[src/rtl/traffic_generator_gmii_scheduler_if.sv]
// ---------------------------------------------------------------------------
// traffic_generator_gmii_scheduler_if
// Start/complete handshake between the frame scheduler and the frame emitter.
//   tx_start  scheduler -> emitter  one-cycle start request
//   tx_len    scheduler -> emitter  clamped frame length in bytes
//   tx_ready  emitter -> scheduler  emitter idle, can accept a start
//   tx_done   emitter -> scheduler  one-cycle pulse, current frame finished
// master = scheduler side, slave = emitter side.
// ---------------------------------------------------------------------------
interface traffic_generator_gmii_scheduler_if;
  logic        tx_start;
  logic [15:0] tx_len;
  logic        tx_ready;
  logic        tx_done;

  modport master (
    output tx_start,
    output tx_len,
    input  tx_ready,
    input  tx_done
  );

  modport slave (
    input  tx_start,
    input  tx_len,
    output tx_ready,
    output tx_done
  );
endinterface

[src/rtl/traffic_generator_gmii_scheduler.sv]
// ---------------------------------------------------------------------------
// traffic_generator_gmii_scheduler
// Sequences frame transmission for the GMII traffic generator. A rising edge
// of enable latches the configuration and starts a run; one start is issued
// per frame, with the inter-frame / inter-burst gaps inserted between frames,
// until total_frames have completed (or forever when total_frames is 0).
//
// Ports
//   clk               single clock
//   resetn            synchronous active-low reset
//   enable            run enable; a 0->1 edge starts a run
//   interframe_gap    idle cycles between frames inside a burst
//   interburst_gap    idle cycles after the last frame of a burst
//   frames_per_burst  frames per burst, 0 = no bursts
//   total_frames      frames per run, 0 = endless
//   frame_size        requested frame length in bytes
//   tx                handshake to the frame emitter (master modport)
//   pkts              frames completed in the current or last run
//   busy              run in progress
//   done              total_frames reached, held until enable drops
// ---------------------------------------------------------------------------
module traffic_generator_gmii_scheduler #(
  parameter int C_FRAME_BUF_ADDRESS_WIDTH = 9,
  parameter int C_MIN_FRAME_SIZE          = 60
) (
  input  logic                                   clk,
  input  logic                                   resetn,
  input  logic                                   enable,
  input  logic [31:0]                            interframe_gap,
  input  logic [31:0]                            interburst_gap,
  input  logic [31:0]                            frames_per_burst,
  input  logic [63:0]                            total_frames,
  input  logic [15:0]                            frame_size,
  traffic_generator_gmii_scheduler_if.master     tx,
  output logic [63:0]                            pkts,
  output logic                                   busy,
  output logic                                   done
);

  // Frame length bounds in bytes; the buffer holds 2^AW 32-bit words.
  localparam logic [31:0] MIN_FRAME_LEN = 32'(C_MIN_FRAME_SIZE);
  localparam logic [31:0] MAX_FRAME_LEN = 32'd4 << C_FRAME_BUF_ADDRESS_WIDTH;

  typedef enum logic [2:0] {
    ST_IDLE      = 3'd0,
    ST_START     = 3'd1,
    ST_WAIT_DONE = 3'd2,
    ST_GAP       = 3'd3,
    ST_DONE      = 3'd4
  } state_t;

  // Clamp the requested length into [MIN_FRAME_LEN, MAX_FRAME_LEN].
  function automatic logic [15:0] clamp_len(input logic [15:0] size);
    logic [31:0] size_w;
    logic [15:0] res;
    size_w = {16'd0, size};
    if (size_w < MIN_FRAME_LEN) begin
      res = MIN_FRAME_LEN[15:0];
    end else if (size_w > MAX_FRAME_LEN) begin
      res = MAX_FRAME_LEN[15:0];
    end else begin
      res = size;
    end
    return res;
  endfunction

  state_t      state_r;
  logic        enable_d_r;
  logic [31:0] ifg_r;
  logic [31:0] ibg_r;
  logic [31:0] fpb_r;
  logic [63:0] total_r;
  logic [15:0] tx_len_r;
  logic [63:0] pkts_r;
  logic [31:0] burst_cnt_r;
  logic [31:0] gap_cnt_r;
  logic        busy_r;
  logic        done_r;

  logic        start_edge_s;
  logic        tx_start_s;
  logic [63:0] pkts_inc_s;
  logic [31:0] burst_inc_s;
  logic        burst_end_s;
  logic        run_done_s;
  logic [31:0] gap_sel_s;

  // Next-frame bookkeeping evaluated for the tx_done cycle, plus the start request.
  always_comb begin
    start_edge_s = enable & ~enable_d_r;
    pkts_inc_s   = pkts_r + 64'd1;
    burst_inc_s  = burst_cnt_r + 32'd1;
    burst_end_s  = (fpb_r != 32'd0) && (burst_inc_s == fpb_r);
    run_done_s   = (total_r != 64'd0) && (pkts_inc_s == total_r);
    if (burst_end_s) begin
      gap_sel_s = ibg_r;
    end else begin
      gap_sel_s = ifg_r;
    end
    // Start is combinational so the emitter sees it in the same cycle tx_ready
    // rises; it is suppressed when enable has dropped since the run aborts.
    if ((state_r == ST_START) && tx.tx_ready && enable) begin
      tx_start_s = 1'b1;
    end else begin
      tx_start_s = 1'b0;
    end
  end

  // Enable edge detector; resets high so an enable held through reset does not start a run.
  always_ff @(posedge clk) begin
    if (!resetn) begin
      enable_d_r <= 1'b1;
    end else begin
      enable_d_r <= enable;
    end
  end

  // Scheduler FSM with its counters, latched config and registered status outputs.
  always_ff @(posedge clk) begin
    if (!resetn) begin
      state_r     <= ST_IDLE;
      ifg_r       <= 32'd0;
      ibg_r       <= 32'd0;
      fpb_r       <= 32'd0;
      total_r     <= 64'd0;
      tx_len_r    <= 16'd0;
      pkts_r      <= 64'd0;
      burst_cnt_r <= 32'd0;
      gap_cnt_r   <= 32'd0;
      busy_r      <= 1'b0;
      done_r      <= 1'b0;
    end else begin
      case (state_r)
        ST_IDLE: begin
          if (start_edge_s) begin
            ifg_r       <= interframe_gap;
            ibg_r       <= interburst_gap;
            fpb_r       <= frames_per_burst;
            total_r     <= total_frames;
            tx_len_r    <= clamp_len(frame_size);
            pkts_r      <= 64'd0;
            burst_cnt_r <= 32'd0;
            state_r     <= ST_START;
            busy_r      <= 1'b1;
          end else begin
            state_r     <= ST_IDLE;
          end
        end

        ST_START: begin
          if (!enable) begin
            state_r <= ST_IDLE;
            busy_r  <= 1'b0;
          end else if (tx_start_s) begin
            state_r <= ST_WAIT_DONE;
          end else begin
            state_r <= ST_START;
          end
        end

        ST_WAIT_DONE: begin
          // The in-flight frame is always counted, even if enable has dropped.
          if (tx.tx_done) begin
            pkts_r <= pkts_inc_s;
            if (run_done_s) begin
              burst_cnt_r <= burst_inc_s;
              state_r     <= ST_DONE;
              busy_r      <= 1'b0;
              done_r      <= 1'b1;
            end else if (!enable) begin
              burst_cnt_r <= burst_inc_s;
              state_r     <= ST_IDLE;
              busy_r      <= 1'b0;
            end else begin
              if (burst_end_s) begin
                burst_cnt_r <= 32'd0;
              end else begin
                burst_cnt_r <= burst_inc_s;
              end
              if (gap_sel_s == 32'd0) begin
                state_r <= ST_START;
              end else begin
                gap_cnt_r <= gap_sel_s;
                state_r   <= ST_GAP;
              end
            end
          end else begin
            state_r <= ST_WAIT_DONE;
          end
        end

        ST_GAP: begin
          // Counter is loaded with G, so leaving at 1 spends exactly G cycles here.
          if (!enable) begin
            state_r <= ST_IDLE;
            busy_r  <= 1'b0;
          end else if (gap_cnt_r <= 32'd1) begin
            gap_cnt_r <= 32'd0;
            state_r   <= ST_START;
          end else begin
            gap_cnt_r <= gap_cnt_r - 32'd1;
            state_r   <= ST_GAP;
          end
        end

        ST_DONE: begin
          if (!enable) begin
            state_r <= ST_IDLE;
            done_r  <= 1'b0;
          end else begin
            state_r <= ST_DONE;
          end
        end

        default: begin
          state_r <= ST_IDLE;
          busy_r  <= 1'b0;
          done_r  <= 1'b0;
        end
      endcase
    end
  end

  assign tx.tx_start = tx_start_s;
  assign tx.tx_len   = tx_len_r;
  assign pkts        = pkts_r;
  assign busy        = busy_r;
  assign done        = done_r;

endmodule

[src/flat_wrapper.sv]
// flat-port wrapper written by rule: the top's interface ports become plain ports
module traffic_generator_gmii_scheduler_flat 
#(
  parameter int C_FRAME_BUF_ADDRESS_WIDTH = 9,
  parameter int C_MIN_FRAME_SIZE          = 60
)
  (clk, resetn, enable, interframe_gap, interburst_gap, frames_per_burst, total_frames, frame_size, pkts, busy, done, tx_tx_start, tx_tx_len, tx_tx_ready, tx_tx_done);
  traffic_generator_gmii_scheduler_if tx_i ();
  input  logic clk;
  input  logic resetn;
  input  logic enable;
  input  logic [31:0] interframe_gap;
  input  logic [31:0] interburst_gap;
  input  logic [31:0] frames_per_burst;
  input  logic [63:0] total_frames;
  input  logic [15:0] frame_size;
  output logic [63:0] pkts;
  output logic busy;
  output logic done;
  output wire logic [$bits(tx_i.tx_start)-1:0] tx_tx_start;
  output wire logic [$bits(tx_i.tx_len)-1:0] tx_tx_len;
  input wire logic [$bits(tx_i.tx_ready)-1:0] tx_tx_ready;
  input wire logic [$bits(tx_i.tx_done)-1:0] tx_tx_done;
  assign tx_tx_start = tx_i.tx_start;
  assign tx_tx_len = tx_i.tx_len;
  assign tx_i.tx_ready = tx_tx_ready;
  assign tx_i.tx_done = tx_tx_done;
  traffic_generator_gmii_scheduler #(.C_FRAME_BUF_ADDRESS_WIDTH(C_FRAME_BUF_ADDRESS_WIDTH), .C_MIN_FRAME_SIZE(C_MIN_FRAME_SIZE)) u_core (.clk(clk), .resetn(resetn), .enable(enable), .interframe_gap(interframe_gap), .interburst_gap(interburst_gap), .frames_per_burst(frames_per_burst), .total_frames(total_frames), .frame_size(frame_size), .tx(tx_i), .pkts(pkts), .busy(busy), .done(done));
endmodule
[config.mk]
export PLATFORM = sky130hd
export DESIGN_NAME = traffic_generator_gmii_scheduler_flat
export DESIGN_NICKNAME = d
export VERILOG_FILES = /design/src/rtl/traffic_generator_gmii_scheduler_if.sv /design/src/rtl/traffic_generator_gmii_scheduler.sv /design/src/flat_wrapper.sv
export SDC_FILE = /design/constraint.sdc
export NUM_CORES = 1
export LEC_CHECK = 0
export CAP_MARGIN = 10
export CORE_MARGIN = 2
export CORE_UTILIZATION = 57
export CTS_BUF_LIST = sky130_fd_sc_hd__clkbuf_8
export DETAILED_ROUTE_END_ITERATION = 6
export GPL_ROUTABILITY_DRIVEN = 0
export PLACE_DENSITY = 0.83
export SLEW_MARGIN = 20
export SYNTH_ARGS = -nofsm -noshare
export SYNTH_HDL_FRONTEND = slang
export SYNTH_SLANG_ARGS = --single-unit
export TNS_END_PERCENT = 20
[constraint.sdc]
create_clock -name clk -period 4.9 [get_ports clk]
set_input_delay 0.49 -clock clk [delete_from_list [all_inputs] [get_ports clk]]
set_output_delay 0.49 -clock clk [all_outputs]
set_load 0.05 [all_outputs]
==> reports/results.txt <==
Top cells by count, synth: nand2_1, dfxtp_1, a21oi_1, nor2_1, clkbuf_1
Minimum clock period: 4709 ps
Die Height: 182.8 um
Area Overhead vs Synth: 21.66%
Post-synth ARST share: 0
Worst path most repeated cell: nand3_1
Core area: 31560 um2
DR iter-0 viols: 2658
CTS H-tree lvls: 2
WS Path Type: reg2reg
Period Utilization, post-route: 0.9611
Critical path data arrival time: 5260 ps
R2r endpoint: u_core.burst_cnt_r[23]$_SDFFE_PN0P_
PortBufs: 263
Clk root buf: clkbuf_8
Cell Area, Synth: 18230 um2
Via count: 20304
Final wirelength: 63040 um
Maximum fanout along the worst path: 13
Fillers: 2532
Min-delay src: total_frames[57]
Largest net degree at the start of global routing: 163
Global route overflow: 0
Worst IR Drop VDD: 0.1805 mV
Cells after synthesis: 2468
Area leader, netlist: dfxtp_1
Most used DFF post-synth: dfxtp_1
Vias in the first global route: 18930
Vias/cell: 6.588
Clk slew on worst S/H paths: 70 ps
Initial Util: 0.5776
Outcome: complete, but fails checks
Post-DP HPWL: 44760 um
Clk buf depth: 3
Pwr dens: 261.8 nW/um2
Hold Violations, Final: 0
Reg2Reg Depth: 13
Maximum capacitance violations: 0
Clock Latency Late Sink: 620 ps
R2R Setup Slk: 190 ps
Final core occ: 0.7027
Mapped Nets: 2653
Top Ports: 264
Post-route DRC: 87
Row count: 65
Drt pass-1 iters: 7
Seq cells post-synth: 310
Max Freq: 212.3 MHz
Gr usage total: 0.3635
Syn. warnings: 0
Hold Path Class: in2reg
CP Capture Type: flop
Num CTS Buffers: 52
Skew final: 21.31 ps
Leading cell type by number of instances after synthesis: nand2_1
Die width: 182.8 um
Max Slew Vio Count: 0
Critical R2R Launch: u_core.pkts[0]$_SDFFE_PN0P_
Clk sink count: 310
Post-synth EDFFs: 0
WHS Endpoint: u_core.total_r[57]$_SDFFE_PN0P_
Share of cells above drive strength 1: 0.07167
Routed Antenna Nets: 0
Die area: 33430 um2
# nets final: 2821
Critical Path RT: 5450 ps
Biggest cell delay along the critical path: 640 ps
Post-synthesis sequential area ratio: 0.3405
CTS tree: built
Tightest Pin Transition: 1213 ps
Wire per inst: 20.46 um
First-pass GRT wire length: 99290 um
Hold Crit Depth: 3
Crit start category: flop
Final setup vio count: 0
Initial antenna violation count: 1
Yosys top cell area share: 0.3405
Fin Setup TNS: 0 ps
Slowest stage cell on the critical path: or3_1
Worst Setup SP: u_core.pkts[0]$_SDFFE_PN0P_
Dpl cells: 2984
Final cell count without fillers: 3082
Cell leakage power: 7.893 nW
Syn avg cell area: 7.386 um2
RSZ-0062 raised after global routing: no
Crit-path cells: ha_1, nand3_1, or3_1, nor2_1, xnor2_1, a211o_1, or4_1, nor4_1, nand4_2, a21oi_4, buf_4, or4b_1, nand3_1
Synth top area cells: dfxtp_1, nand2_1, a21oi_1
Post-synth cell types: 90
Slew HR: 0.1895
Failing checks: design-rule violations
-- timing repair --
action / in CTS / in global routing
gates resized for setup: 0 / 4
hold endpoints to repair: 0 / 0
buffers inserted: 0 / 0
endpoints found under the setup margin: 0 / 11
hold buffers: 0 / 0
-- how the worst max path moves through the flow --
| stage | cells past startpoint | slack (ps) | end |
|---|---|---|---|
| finish | 13 | 190 | u_core.burst_cnt_r[23]$_SDFFE_PN0P_ |
| global route | 13 | 50 | u_core.burst_cnt_r[23]$_SDFFE_PN0P_ |
| CTS | 14 | 260 | u_core.burst_cnt_r[23]$_SDFFE_PN0P_ |
| detailed placement | 13 | 300 | u_core.burst_cnt_r[23]$_SDFFE_PN0P_ |
| global placement | 11 | 490 | u_core.gap_cnt_r[4]$_SDFFE_PN0P_ |
| floorplan | 14 | 400 | u_core.gap_cnt_r[16]$_SDFFE_PN0P_ |
-- stage by stage --
stage	hold slack [ps]	cell area, um2	power (mW)	setup WS (ps)
after global placement	439.4	20980	3.246	487.4
after floorplan	428.1	18230	2.974	404.6
after detailed placement	447.8	20980	3.259	302.9
after global routing	421.8	22170	5.979	54.93
after CTS	393.9	22150	5.801	257.4
final	423.5	22180	5.806	190.6
-- state kept, by name (all words and copies together), names as in the netlist --
signal and count:
u_core.total_r 64, u_core.tx.tx_len 16, u_core.pkts 64, u_core.gap_cnt_r 32, u_core.ibg_r 32, u_core.done 1
u_core.busy 1, u_core.ifg_r 32, u_core.enable_d_r 1, u_core.state_r 3, u_core.fpb_r 32, u_core.burst_cnt_r 32
-- critical path: cells and delay by family, from the launching register on --
family | cells | cell delay (ps)
and+or+nand+nor | 8 | 2840
DFF | 1 | 490
adders and majority gates | 1 | 330
buffers and inverters | 1 | 250
AOI/OAI and AO/OA | 2 | 600
xor gates and xnor gates | 1 | 140
-- power breakdown --
| group | total, mW | switching [mW] | internal, mW |
|---|---|---|---|
| logic | 0.598 | 0.323 | 0.275 |
| clock network | 2.58 | 1.13 | 1.45 |
| registers | 2.63 | 0.0599 | 2.57 |
| total | 5.81 | 1.51 | 4.29 |
-- cells in the final DEF (no fill, tap or decap), types with 15 or more instances in the layout --
master	count
xor2_1	48
and4_1	24
nand3_1	79
mux2i_1	34
or3_1	32
o22ai_1	17
and3_1	33
o21ai_0	92
nand4_1	79
nor4_1	86
xnor2_1	92
a21oi_1	259
or4_1	21
a31oi_1	25
nand2_1	485
a211oi_1	16
clkdlybuf4s50_1	262
inv_1	35
nor3_1	61
nor2_1	175
clkbuf_8	67
and2_1	17
o211ai_1	16
dfxtp_1	310
buf_4	49
a22oi_1	15
-- logic make-up (layout without fill, tap and decap cells) --
kind of cell             after synthesis  in the layout  share of synthesized area
other                                  0              1                          0
buffers and inverters                223            434                    0.05018
flip-flops                           310            310                     0.3405
adder cells (fa/ha/maj)                4              4                   0.002746
XOR/XNOR                             141            141                    0.06857
AO/OA/AOI/OAI                        563            563                     0.1904
AND/OR/NAND/NOR                     1188           1188                     0.3259
multiplexers                          39             39                    0.02176
-- routing by layer --
metal  GRT usage  routed length [um]  vias to the layer above
li1            -                   -                     9269
met1      0.4718               24250                     9333
met2      0.5665               27480                     1409
met3      0.1070                8413                      291
met4      0.1501                2891                        2
met5           0                  13                        -
-- final cells by class --
| cell class | count | area (um2) | share of cell area |
|---|---|---|---|
| timing repair buffer | 314 | 3035 | 0.1369 |
| clock buffer | 67 | 922.1 | 0.04158 |
| inverter | 23 | 93.84 | 0.004232 |
| sequential | 310 | 6206 | 0.2799 |
| tap | 402 | 503.0 | 0.02268 |
| antenna | 1 | 2.502 | 0.0001128 |
| multi-input combinational | 1935 | 11170 | 0.5035 |
| clock inverter | 30 | 246.5 | 0.01112 |
Power figures use the tool's default switching activity.
